--- config.mk ---
export PLATFORM = sky130hd
export DESIGN_NAME = load_pulse_gen
export DESIGN_NICKNAME = d
export VERILOG_FILES = /design/src/rtl/load_pulse_gen.sv
export SDC_FILE = /design/constraint.sdc
export NUM_CORES = 1
export LEC_CHECK = 0
export CORE_ASPECT_RATIO = 1.25
export CORE_UTILIZATION = 50
export CTS_CLUSTER_DIAMETER = 50
export DETAILED_ROUTE_END_ITERATION = 12
export PLACE_DENSITY = 0.68
export SLEW_MARGIN = 20
export SYNTH_ARGS = -nofsm -noshare
export SYNTH_HDL_FRONTEND = slang
export SYNTH_SLANG_ARGS = --single-unit
--- constraint.sdc ---
create_clock -name Clock -period 2.35 [get_ports Clock]
set_input_delay 0.47 -clock Clock [delete_from_list [all_inputs] [get_ports Clock]]
set_output_delay 0.47 -clock Clock [all_outputs]
set_load 0.02 [all_outputs]
--- src/rtl/load_pulse_gen.sv ---
// Debounced pushbutton front end: synchronizes an active-low button, debounces
// press and release, and emits one registered Load pulse per accepted press.
module load_pulse_gen #(
   parameter int unsigned DB_COUNT = 500000
) (
   input  logic       Clock,
   input  logic       Reset,
   input  logic       Button_in,
   input  logic       Enable,
   output logic       Load,
   output logic       Button_level,
   output logic [7:0] Press_count
);

   localparam int unsigned   CW      = $clog2(DB_COUNT);
   localparam logic [CW-1:0] CNT_MAX = CW'(DB_COUNT - 1);
   localparam logic [CW-1:0] CNT_ONE = CW'(1);

   localparam logic [1:0] IDLE         = 2'd0;
   localparam logic [1:0] PRESS_WAIT   = 2'd1;
   localparam logic [1:0] PRESSED      = 2'd2;
   localparam logic [1:0] RELEASE_WAIT = 2'd3;

   logic          sync1_q, sync2_q;
   logic          sync_pressed;
   logic [1:0]    state_q, state_d;
   logic [CW-1:0] cnt_q, cnt_d;
   logic          load_q, load_d;
   logic          level_q, level_d;
   logic [7:0]    count_q, count_d;

   assign sync_pressed = ~sync2_q;

   always_comb begin
      state_d = state_q;
      cnt_d   = cnt_q;
      load_d  = 1'b0;
      case (state_q)
         IDLE: begin
            if (sync_pressed) begin
               state_d = PRESS_WAIT;
               cnt_d   = '0;
            end
         end
         PRESS_WAIT: begin
            if (!sync_pressed) begin
               state_d = IDLE;
            end else if (cnt_q == CNT_MAX) begin
               state_d = PRESSED;
               load_d  = Enable;
            end else begin
               cnt_d = cnt_q + CNT_ONE;
            end
         end
         PRESSED: begin
            if (!sync_pressed) begin
               state_d = RELEASE_WAIT;
               cnt_d   = '0;
            end
         end
         RELEASE_WAIT: begin
            // A return to pressed during release debounce is a bounce, not a new press.
            if (sync_pressed) begin
               state_d = PRESSED;
            end else if (cnt_q == CNT_MAX) begin
               state_d = IDLE;
            end else begin
               cnt_d = cnt_q + CNT_ONE;
            end
         end
         default: begin
            state_d = IDLE;
            cnt_d   = '0;
         end
      endcase
   end

   assign level_d = (state_d == PRESSED) || (state_d == RELEASE_WAIT);
   assign count_d = load_d ? count_q + 8'd1 : count_q;

   always_ff @(posedge Clock) begin
      if (Reset) begin
         sync1_q <= 1'b1;
         sync2_q <= 1'b1;
         state_q <= IDLE;
         cnt_q   <= '0;
         load_q  <= 1'b0;
         level_q <= 1'b0;
         count_q <= '0;
      end else begin
         sync1_q <= Button_in;
         sync2_q <= sync1_q;
         state_q <= state_d;
         cnt_q   <= cnt_d;
         load_q  <= load_d;
         level_q <= level_d;
         count_q <= count_d;
      end
   end

   assign Load         = load_q;
   assign Button_level = level_q;
   assign Press_count  = count_q;

endmodule

==> flow_results.org, run 1 <==
** Routing
- Count of antenna-violating nets left after detailed routing :: 0
- The detailed router finished its first iteration with 26 violations.
- # DRC :: 0
- Total routed wirelength :: roughly 3.1 mm
- In the final routed layout, each cell accounts on average for about 13 µm.
- For this block, the via count after detailed routing is ~1,300.
- Detailed-route vias per instance :: roughly 5.6
- The pre-antenna-repair detailed-routing pass consisted of 4 iterations.

** Critical path
- Crit path arrival time :: between 2000 and 2500 ps
- CP endpoint kind :: register
- STA classifies the critical path startpoint as a register.
- Along the worst path, the maximum fanout reaches 10.
- The worst setup path is of the register to register kind.
- WP data required :: 2590 ps

** Final layout
- For this run, the post-layout net count is ~200.
- Proportion of layout cells with a drive suffix above 1 :: between 10% and 20%
- Final-layout fill cell count :: 275
- The area growth from synthesis to layout is 13.6%.
- The repair_antennas step left the layout with diodes totalling 0.

** Floorplan
- FP Rows :: 22
- Initial Util :: between 50% and 60%
- Die extent in x :: between 50 and 60 µm
- During I/O placement, the number of pins put on the boundary was 14.
- The die is 64.0 µm tall.
- Total die area :: 3310 µm²
- Placeable core area :: approximately 3000 µm²

** Clock tree
- CTS built an H-tree with a depth of 2.
- Counting every sink on the clock net gives 32.
- TritonCTS built the clock tree.
- The clock passes through at most 2 buffers.
- In this run, CTS created clock tree buffers numbering 5.
- CTS Hold Buffers Added :: 0
- Root buffer cell :: sky130_fd_sc_hd__clkbuf_4
- Clock-pin slew on the worst setup and hold paths :: roughly 90 ps
- Clock insertion delay at the later pin of the skew report :: 340 ps
- Post-cts repair resize count :: 0
- Postcts setup bufs :: 0

** Global routing
- First-pass GRT wire length :: around 5.5 mm
- Via count of the first global-routing pass :: around 1,200
- Met1 routing resource usage after global routing :: 27.4%
- Global-route track usage on met3 :: 7.14%
- The number of antenna violations at the first check in global routing was 0.
- Largest net degree at the start of global routing :: 21
- All-Layer GR Usage :: a little under a quarter
- After global routing the overflow that remains totals 0.
- For this run, global-route usage on met2 was measured as a little over a third.
- The layer flagged by global routing as most heavily used is met2.

** Place
- Summed over all nets, the half-perimeter wirelength after detailed placement is 2.22 mm.
- Number of buffer cells added on primary ports :: 13
- At the end of routability-driven placement, the weighted congestion stood at 0.760.

** Run status
- The run finished with clean final reports.

** Synthesis
- Per-instance average area after synthesis :: 8.65 µm²
- In this run, distinct cell masters in the synthesized netlist total 39.
- Post-synthesis sequential area ratio :: between 40% and 50%
- Synthesis inferred 32 register bits.
- Synthesized Nets :: around 180
- Synthesis produced a netlist whose cell count is between 150 and 200.
- Post-Synthesis Cell Area :: about 1500 µm²
- Number of warnings printed during yosys synthesis :: 0

** STA
- Setup repair after global routing missed its margin :: no
- The clock arrives with a little over 4 ps of skew.
- Of the available clock period, the critical path in the final layout requires between 90% and 100%.
- At the pin with the least slew margin, the transition time is 548 ps.
- Fmax :: roughly 0.46 GHz
- Hold WS :: 418 ps
- Final count of hold timing violations :: 0
- Summed over all failing endpoints, the final setup total negative slack is 0 ps.
- Subtracting the final worst setup slack from the clock period gives between 2000 and 2500 ps.
- Measured against its own limit, the worst slew margin works out to a little under two thirds.
- Setup violations remaining at the end of the flow were counted as 0.
- Fin. max-slew vios :: 0

** Power
- The analysis attributes to cell leakage a power of 0.587 nW.
- Dividing total power by cell area gives a power density of roughly 500 nW/µm².
- The worst-case IR drop observed on VDD is roughly 340 µV.
- After layout, the design draws a total of ~0.00086 W.

** Worst hold path
- Hold WC Path Type :: register to register

** Flow run
- Max-cap violations :: 0
-- layout make-up --
type                            count  area [µm²]  share of cell area (%)
Multi-Input combinational cell    136         841                    48.1
Sequential cell                    32         641                    36.6
Tap cell                           36        45.0                    2.58
Inverter                            4        15.0                   0.859
Timing Repair Buffer               17         160                    9.16
Clock buffer                        6        41.3                    2.36
Clock inverter                      1        5.00                   0.286
-- flip-flops by register name (all words and copies together), names as in the netlist --
register,cells
cnt_q,19
Press_count,8
state_q,2
Load,1
sync1_q,1
sync2_q,1
-- critical path, cell delays in order (launching register included) --
cell and delay (ps):
sky130_fd_sc_hd__dfxtp_1 390, sky130_fd_sc_hd__ha_1 180, sky130_fd_sc_hd__and3_4 220, sky130_fd_sc_hd__nand4_4 170, sky130_fd_sc_hd__or3_1 470, sky130_fd_sc_hd__nor3_1 270
sky130_fd_sc_hd__mux2_2 360
-- report_power, final --
group          internal (W)  switching [W]
Combinational     0.0000105      0.0000152
Sequential         0.000544     0.00000165
Clock              0.000110       0.000183
Total              0.000664       0.000200
-- per-layer routing --
| metal | vias up | routed length, µm |
|---|---|---|
| met5 | - | 0 |
| met4 | 0 | 59 |
| met2 | 22 | 1490 |
| li1 | 669 | - |
| met1 | 598 | 1410 |
| met3 | 6 | 116 |
-- Yosys cell counts, drive strengths merged --
cell type,number,area share (%)
o211ai,1,0.49
nand2,12,2.9
mux2,4,2.9
ha,2,1.6
and4b,1,0.65
clkbuf,2,0.49
o31ai,2,0.98
and4,2,1.1
nand3b,1,0.49
o21bai,1,0.49
nor4b,1,0.98
nand4,10,5.4
and3,2,1.2
nor3b,1,0.49
xor2,8,4.6
o21ai,12,3.9
nor2,23,5.6
or4,4,2.0
dfxtp,32,42
xnor2,3,1.7
a21oi,13,4.2
nand3,8,2.6
o2111ai,1,0.57
or3,9,3.7
inv,4,0.98
nor2b,4,1.6
or3b,1,0.57
or2,2,0.81
nor3,7,2.3
mux2i,1,0.65
buf,4,2.3
-- kinds of logic (layout without fill, tap and decap cells) --
| logic type | Yosys count | count (layout) | synth area share, % |
|---|---|---|---|
| and+or+nand+nor | 88 | 88 | 32.5 |
| DFF | 32 | 32 | 41.6 |
| AOI/OAI and AO/OA | 30 | 30 | 10.6 |
| xor gates and xnor gates | 11 | 11 | 6.26 |
| buffers and inverters | 10 | 28 | 3.74 |
| muxes | 5 | 5 | 3.58 |
| adders and majority gates | 2 | 2 | 1.63 |
-- cells in the final DEF (no fill, tap or decap), types with 2 or more instances in the layout --
cell	synthesis	layout
sky130_fd_sc_hd__nor2_1	23	23
sky130_fd_sc_hd__nand2_1	12	12
sky130_fd_sc_hd__ha_1	2	2
sky130_fd_sc_hd__nor3_1	7	7
sky130_fd_sc_hd__or4_1	4	4
sky130_fd_sc_hd__nor2b_1	4	4
sky130_fd_sc_hd__o31ai_1	2	2
sky130_fd_sc_hd__xnor2_1	3	3
sky130_fd_sc_hd__a21oi_1	13	13
sky130_fd_sc_hd__mux2_2	2	2
sky130_fd_sc_hd__and4_1	2	2
sky130_fd_sc_hd__xor2_1	8	8
sky130_fd_sc_hd__o21ai_0	11	11
sky130_fd_sc_hd__mux2_1	2	2
sky130_fd_sc_hd__nand4_1	8	8
sky130_fd_sc_hd__nand3_1	8	8
sky130_fd_sc_hd__buf_4	1	4
sky130_fd_sc_hd__or3_1	8	8
sky130_fd_sc_hd__clkbuf_4	0	5
sky130_fd_sc_hd__or2_2	2	2
sky130_fd_sc_hd__clkdlybuf4s50_1	0	13
sky130_fd_sc_hd__dfxtp_1	32	32
sky130_fd_sc_hd__inv_1	4	4
-- through the flow --
step | instances | cell area (µm²) | utilization, % | setup WS (ps)
after global placement | 225 | 1700 | 57.8 | 226
final | 232 | 1750 | 59.3 | 184
after detailed placement | 225 | 1700 | 57.8 | 161
after floorplan | 178 | 1540 | - | 299
after global routing | 232 | 1750 | 59.3 | 24.6
after CTS | 232 | 1750 | 59.3 | 168
-- path summary, 6_finish.rpt --
check | from | to | slack [ps] | cells after the start
min | sync1_q$_SDFF_PP1_ | sync2_q$_SDFF_PP1_ | 420 | 1
max | cnt_q[0]$_SDFFE_PP0P_ | Press_count[7]$_SDFFE_PP0P_ | 180 | 6
max reg2reg | cnt_q[0]$_SDFFE_PP0P_ | Press_count[7]$_SDFFE_PP0P_ | 180 | 6
min reg2reg | sync1_q$_SDFF_PP1_ | sync2_q$_SDFF_PP1_ | 420 | 1
Power figures use the tool's default switching activity.
==> run 2, diff against run 1 <==
CORE_ASPECT_RATIO = default   (was 1.25)
==> run 2 against run 1 <==
  * Sequential share of layout area is 0.13 points lower
  * Fmax is 1.1% higher
  * Combinational power is essentially flat
  * Power rose by 3.8%
  * Design area is 0.36% higher
  * Global-route usage is 0.62 points lower
  * Hold slack gained 2.0 ps
  * Worst setup slack improved by 23 ps
  * Count of clock-buffer cells in the layout is 2 higher
  * Non-clock buffer count is the same
  * Critical endpoint unchanged
==> flow_results.org, run 2 (same netlist as run 1, synthesis figures left out) <==
** Run status
- The flow ran to the end, and the final reports show no timing, DRC or antenna violations.

** Floorplan
- The cell row count came to 19 (-14%).
- Number of I/O pins :: 14 (unchanged)
- Die extent in x :: 57.5 µm (+11%)
- The placeable core region was 2830 µm² (-4.0%).
- Total die area :: 3300 µm² (about the same)
- Initial Util :: 54.4% (+2.1 points)
- The height of the die came to 57.5 µm (-10%).

** Power
- The power density over the cells came to 511 nW/µm² (+3.4%).
- NetSw :: 0.000195 W (-2.3%)
- Switching share of total power :: 21.7% (-1.4 points)
- The reported leakage power came to 0.592 nW (+0.76%).
- Cell internal power dissipation :: 0.000702 W (+5.6%)
- Proportion of power drawn by flip-flops and latches :: 60.8% (-2.3 points)
- The share of total power in the clock network was 36.3% (+2.4 points).
- The peak supply drop was 381 µV (+13%).
- Logic pwr share :: 2.9% (about the same)

** Routing
- Number of detailed-route iterations in the first pass :: 4 (unchanged)
- # DRC :: 0 (unchanged)
- Wire per inst :: 13.5 µm (+2.3%)
- Detailed-route vias per instance :: 5.86 (+4.9%)
- DRC violation total after the first TritonRoute iteration :: 54 (+110%)
- Total number of vias :: 1,335 (+3.1%)
- The number of antenna-violating nets in the routed design was 0 (unchanged).
- The routed wire length is 3.09 mm (+0.55%).

** Critical path
- Crit path arrival time :: 2380 ps (-20 ps)
- STA classifies the critical path endpoint as a register.
- Critical path startpoint category :: register
- WP data required :: 2590 ps (about the same)
- Maximum net fanout on the critical path :: 10 (unchanged)
- Crit path kind :: register to register

** Final layout
- Total area of multi-input combinational cells :: 841 µm² (unchanged)
- The register cell area after layout came to 641 µm² (unchanged).
- Max reg flops :: 19 (unchanged)
- Top library cells by usage in the layout, fill and taps aside :: sky130_fd_sc_hd__dfxtp_1 (32), sky130_fd_sc_hd__nor2_1 (23), sky130_fd_sc_hd__a21oi_1 (13), sky130_fd_sc_hd__clkdlybuf4s50_1 (13), sky130_fd_sc_hd__nand2_1 (12)
- The post-route cell area came to 1750 µm² (+0.36%).
- Commonest non-fill, non-tap cell in the layout :: sky130_fd_sc_hd__dfxtp_1
- Proportion of layout cells with a drive suffix above 1 :: 10.7% (-0.054 points)
- Cell Count, Final, Fillers Out :: 228 (-1.7%)
- Signed area change from the synthesized netlist to the final layout :: 14.0%
- Final-layout fill cell count :: 258 (-6.2%)
- The number of nets in the layout is 202 (unchanged).
- cnt_q holds more flip-flops than any other register.
- Antenna diode count :: 0 (unchanged)

** Global routing
- The number of global-route vias before repair is 1,274 (+2.1%).
- The number of antenna violations at the first check in global routing was 0 (unchanged).
- The largest net degree at the start of global routing came to 18 (-14%).
- The total grt overflow was 0 (unchanged).
- All-Layer GR Usage :: 22.0% (-0.62 points)
- The global-route wire length before repair came to 5.51 mm (+0.51%).

** STA
- Final setup vio count :: 0 (unchanged)
- The final hold violation count is 0 (unchanged).
- Min Clock Period, post-route :: 2140 ps (-22.9 ps)
- Fmax :: 0.467 GHz (+1.1%)
- Final setup TNS :: 0 ps (unchanged)
- Relative slew slack :: 69.0% (+5.6 points)
- Worst Clk Skew :: 9.88 ps (+5.85 ps)
- Fin. max-slew vios :: 0 (unchanged)
- Worst Max-Slew Pin Slew :: 462 ps (-86.2 ps)
- Post-route clock period utilization :: 91.2% (-0.97 points)
- Setup repair after global routing left no endpoint under its margin.

** Clock tree
- The clock insertion delay at the later pin of the skew report came to 340 ps (about the same).
- Post-cts repair resize count :: 0 (unchanged)
- The deepest level of the CTS H-tree came to 2 (unchanged).
- Clock-pin slew on the worst setup and hold paths :: 90 ps (about the same)
- Postcts setup bufs :: 0 (unchanged)
- The number of buffers on the longest clock path is 2 (unchanged).
- The total clock sinks is 32 (unchanged).
- CTS Hold Buffers Added :: 0 (unchanged)
- TritonCTS built the clock tree.
- Root buffer cell :: sky130_fd_sc_hd__clkbuf_4
- Number of buffers added by the clock tree synthesis step :: 5 (unchanged)

** Place
- Dpl hpwl :: 2.24 mm (+1.1%)
- Routability Congestion :: 0.763 (+0.28%)
- The cell area after placement came to 1700 µm² (-0.37%).
- Number of buffer cells added on primary ports :: 13 (unchanged)
- Placed cell count :: 220 (-2.2%)

** Worst hold path
- Hold WC Path Type :: register to register

** Flow run
- Max-cap violations :: 0 (unchanged)
[run 2: cell types whose count changed in the layout (fill, tap and decap cells not counted), sizes merged]
| cell | change |
|---|---|
| clkbuf | +2 |
| clkinv | -1 |
[run 2: final timing paths]
check	startpoint	endpoint	slack, ps	cells after the start
setup / recovery	cnt_q[0]$_SDFFE_PP0P_	Press_count[7]$_SDFFE_PP0P_	210	6
hold / removal	sync1_q$_SDFF_PP1_	sync2_q$_SDFF_PP1_	420	1
setup reg to reg	cnt_q[0]$_SDFFE_PP0P_	Press_count[7]$_SDFFE_PP0P_	210	6
hold reg to reg	sync1_q$_SDFF_PP1_	sync2_q$_SDFF_PP1_	420	1
[run 2: final cells by class]
class / count / area share, %
clock buffers: 8 / 3.35
multi-input cells: 136 / 47.9
repair buffers: 17 / 9.13
flip-flops and latches: 32 / 36.5
inverters: 4 / 0.856
well taps: 31 / 2.21
[run 2: per-stage QoR]
stage          worst slack, ps  util (%)  hold WS [ps]  power, W
2_1_floorplan              299         -           389  0.000575
5_1_grt                   57.9      62.0           461  0.000931
3_5_place_dp               187      59.9           400  0.000584
4_1_cts                    213      62.0           425  0.000909
3_3_place_gp               227      59.9           399  0.000584
6_report                   207      62.0           420  0.000897
[run 2: worst max-delay path, stage by stage, from the launching register on]
cell	delay (ps)
sky130_fd_sc_hd__dfxtp_1	390
sky130_fd_sc_hd__ha_1	200
sky130_fd_sc_hd__and3_4	220
sky130_fd_sc_hd__nand4_4	170
sky130_fd_sc_hd__or3_1	480
sky130_fd_sc_hd__nor3_1	240
sky130_fd_sc_hd__mux2_2	350
[run 2: metal layers]
layer / up-vias / GRT usage (%) / share of wire, % / wire (µm)
met5: - / 0 / 0 / 0
met4: 0 / 12.5 / 2.4 / 73
met3: 7 / 4.76 / 3.9 / 121
met2: 27 / 35.2 / 47 / 1440
met1: 627 / 27.2 / 47 / 1450
li1: 674 / - / - / -
[run 2: power groups by stage]
stage | Sequential, W | Combinational, W | Clock (W)
after floorplan | 0.000558 | 0.0000175 | 0
after global placement | 0.000558 | 0.0000253 | 0
after detailed placement | 0.000558 | 0.0000257 | 0
after CTS | 0.000546 | 0.0000257 | 0.000338
after global routing | 0.000546 | 0.0000287 | 0.000356
final | 0.000546 | 0.0000258 | 0.000325
==> run 3, diff against run 2 <==
clock period = 2.4 ns   (was 2.35 ns; I/O delays follow)
==> run 3 against run 2 <==
  * Clock power grew 42%
  * Largest power group unchanged
  * Via count shrank 2.9%
  * Hold slack gained 5.1 ps
  * First-iteration DRC count shrank 56%
  * Power grew 14%
==> flow_results.org, run 3 (same netlist as run 1, synthesis figures left out) <==
** Routing
- Total number of vias :: 1,296 (-2.9%)
- Wire per inst :: 13.4 µm (-1.0%)
- The number of antenna-violating nets in the routed design is 0 (unchanged).
- The first-pass detailed-route iteration total is 4 (unchanged).
- The DRC violation count after routing came to 0 (unchanged).
- The routed wire length was 3.06 mm (-1.0%).
- The count of routing violations after the opening detailed-route iteration is 24 (-56%).
- Detailed-route vias per instance :: 5.68 (-2.9%)

** Critical path
- The required time reported for the critical path endpoint came to 2640 ps (+50 ps).
- Worst path slowest cell :: sky130_fd_sc_hd__or3_1
- CP endpoint kind :: register
- The critical path is of the register to register type.
- Number of buffers and inverters on the critical path :: 0 (unchanged)
- The arrival time of data at the critical path endpoint is 2390 ps (about the same).
- The critical path goes through ha_1 -> and3_4 -> nand4_4 -> or3_1 -> nor3_1 -> mux2_2.
- Largest stage delay on the critical path :: 480 ps (about the same)
- Maximum net fanout on the critical path :: 10 (unchanged)
- Critical path startpoint category :: register
- Family of cells with the greatest summed delay on the critical path :: simple AND/OR/NAND/NOR gates

** Floorplan
- The number of top-level pins came to 14 (unchanged).
- The placeable core region came to 2830 µm² (unchanged).
- The cell row count came to 19 (unchanged).
- The height of the die came to 57.5 µm (unchanged).
- Initial Util :: 54.4% (unchanged)
- The area of the die was 3300 µm² (unchanged).
- Die extent in x :: 57.5 µm (unchanged)

** Power
- The switching power summed over all nets came to 0.000203 W (+3.9%).
- The share of total power in the clock network is 45.2% (+8.9 points).
- The switching portion of total power came to 19.8% (-1.9 points).
- Cell internal power dissipation :: 0.000819 W (+17%)
- Leakage power figure :: 0.611 nW (+3.2%)
- Proportion of power drawn by flip-flops and latches :: 52.3% (-8.5 points)
- The peak supply drop is 418 µV (+9.5%).
- PwrDens :: 571 nW/µm² (+12%)
- Logic pwr share :: 2.5% (-0.4 points)

** Clock tree
- The number of CTS-inserted buffers came to 5 (unchanged).
- The clock insertion delay at the later pin of the skew report was 340 ps (about the same).
- Clock-pin slew on the worst setup and hold paths :: 100 ps (about the same)
- Postcts setup bufs :: 0 (unchanged)
- The post-cts hold buffer count was 0 (unchanged).
- The deepest level of the CTS H-tree is 2 (unchanged).
- Number of clock sinks :: 32 (unchanged)
- TritonCTS built the clock tree.
- Post-cts repair resize count :: 0 (unchanged)
- The number of buffers on the longest clock path was 2 (unchanged).
- Root buffer cell :: sky130_fd_sc_hd__clkbuf_4

** Place
- Routability Congestion :: 0.744 (-2.5%)
- The number of input and output port buffers inserted was 13 (unchanged).
- The HPWL after detailed placement was 2.23 mm (-0.47%).
- The total placed cells including tap cells is 220 (unchanged).

** Final layout
- Nets :: 202 (unchanged)
- Total area of multi-input combinational cells :: 841 µm² (unchanged)
- Max reg flops :: 19 (unchanged)
- More flip-flops sit in one register than any other, and that register is cnt_q.
- Register area :: 641 µm² (unchanged)
- The library cell used most frequently in the layout, excluding fill and tap cells, is sky130_fd_sc_hd__dfxtp_1.
- Top library cells by usage in the layout, fill and taps aside :: sky130_fd_sc_hd__dfxtp_1 (32), sky130_fd_sc_hd__nor2_1 (23), sky130_fd_sc_hd__a21oi_1 (13), sky130_fd_sc_hd__clkdlybuf4s50_1 (13), sky130_fd_sc_hd__nand2_1 (12)
- The number of diodes added for antenna fixing is 0 (unchanged).
- Cell Count, Final, Fillers Out :: 228 (unchanged)
- Proportion of layout cells with a drive suffix above 1 :: 11.7% (+1.0 points)
- From synthesis to final layout, the design area changed by 16.3%.
- Final-layout fill cell count :: 252 (-2.3%)

** STA
- Relative slew slack :: 69.6% (+0.56 points)
- Worst Max-Slew Pin Slew :: 453 ps (-8.38 ps)
- The time the final worst path needs with I/O delays and setup came to 2150 ps (+10.0 ps).
- Fin. max-slew vios :: 0 (unchanged)
- Final setup vio count :: 0 (unchanged)
- The highest clock rate was 0.464 GHz (-0.47%).
- Setup repair after global routing missed its margin :: no
- Final count of hold timing violations :: 0 (unchanged)
- Final setup TNS :: 0 ps (unchanged)
- The clock tree skew after final layout came to 2.10 ps (-7.78 ps).
- The fraction of the cycle the final worst path needs came to 89.7% (-1.5 points).

** Global routing
- Largest net degree at the start of global routing :: 18 (unchanged)
- The overall track demand over capacity in global routing is 22.2% (+0.24 points).
- The number of antenna violations at the first check in global routing was 0 (unchanged).
- The number of global-route vias before repair was 1,284 (+0.78%).
- The total grt overflow was 0 (unchanged).
- First-pass GRT wire length :: 5.60 mm (+1.6%)

** Run status
- Result of the run :: complete, no violations

** Worst hold path
- The worst hold path belongs to the class register to register.

** Flow run
- Max-cap violations :: 0 (unchanged)
-- run 3: cell types whose count changed in the layout (fill, tap and decap cells not counted), sizes merged --
cell and change:
clkbuf -1, bufinv +1
-- run 3: layer usage --
metal	global-route usage, %	part of all wire, %
met1	28.3	50
met2	35.2	45
met3	8.16	3.6
met4	6.27	1.4
met5	0	0
-- run 3: power by group through the flow --
stage / logic [W] / clock network [W] / registers, W
2_1_floorplan: 0.0000171 / 0 / 0.000546
4_1_cts: 0.0000253 / 0.000470 / 0.000534
3_5_place_dp: 0.0000252 / 0 / 0.000547
5_1_grt: 0.0000283 / 0.000497 / 0.000535
3_3_place_gp: 0.0000246 / 0 / 0.000547
6_report: 0.0000252 / 0.000463 / 0.000534
-- run 3: worst paths after layout --
kind                            endpoint  cells past startpoint                  start  slack (ps)
min reg2reg           sync2_q$_SDFF_PP1_                      1     sync1_q$_SDFF_PP1_         430
min                   sync2_q$_SDFF_PP1_                      1     sync1_q$_SDFF_PP1_         430
max          Press_count[7]$_SDFFE_PP0P_                      6  cnt_q[0]$_SDFFE_PP0P_         250
max reg2reg  Press_count[7]$_SDFFE_PP0P_                      6  cnt_q[0]$_SDFFE_PP0P_         250
-- run 3: area by class of cell --
type / instances / share of cell area (%)
Tap cell: 31 / 2.17
Clock buffer: 7 / 3.63
Inverter: 4 / 0.839
Multi-Input combinational cell: 136 / 47.0
Sequential cell: 32 / 35.8
Timing Repair Buffer: 17 / 8.94
Clock inverter: 1 / 1.68
-- run 3: through the flow --
stage               setup WS (ps)  hold WS [ps]  cell area (µm²)  util (%)  power, W
floorplan                     349           389             1540         -  0.000563
global placement              267           401             1700      59.9  0.000571
detailed placement            217           401             1700      59.9  0.000572
CTS                           236           428             1790      63.3   0.00103
global route                 95.8           444             1790      63.3   0.00106
finish                        247           425             1790      63.3   0.00102
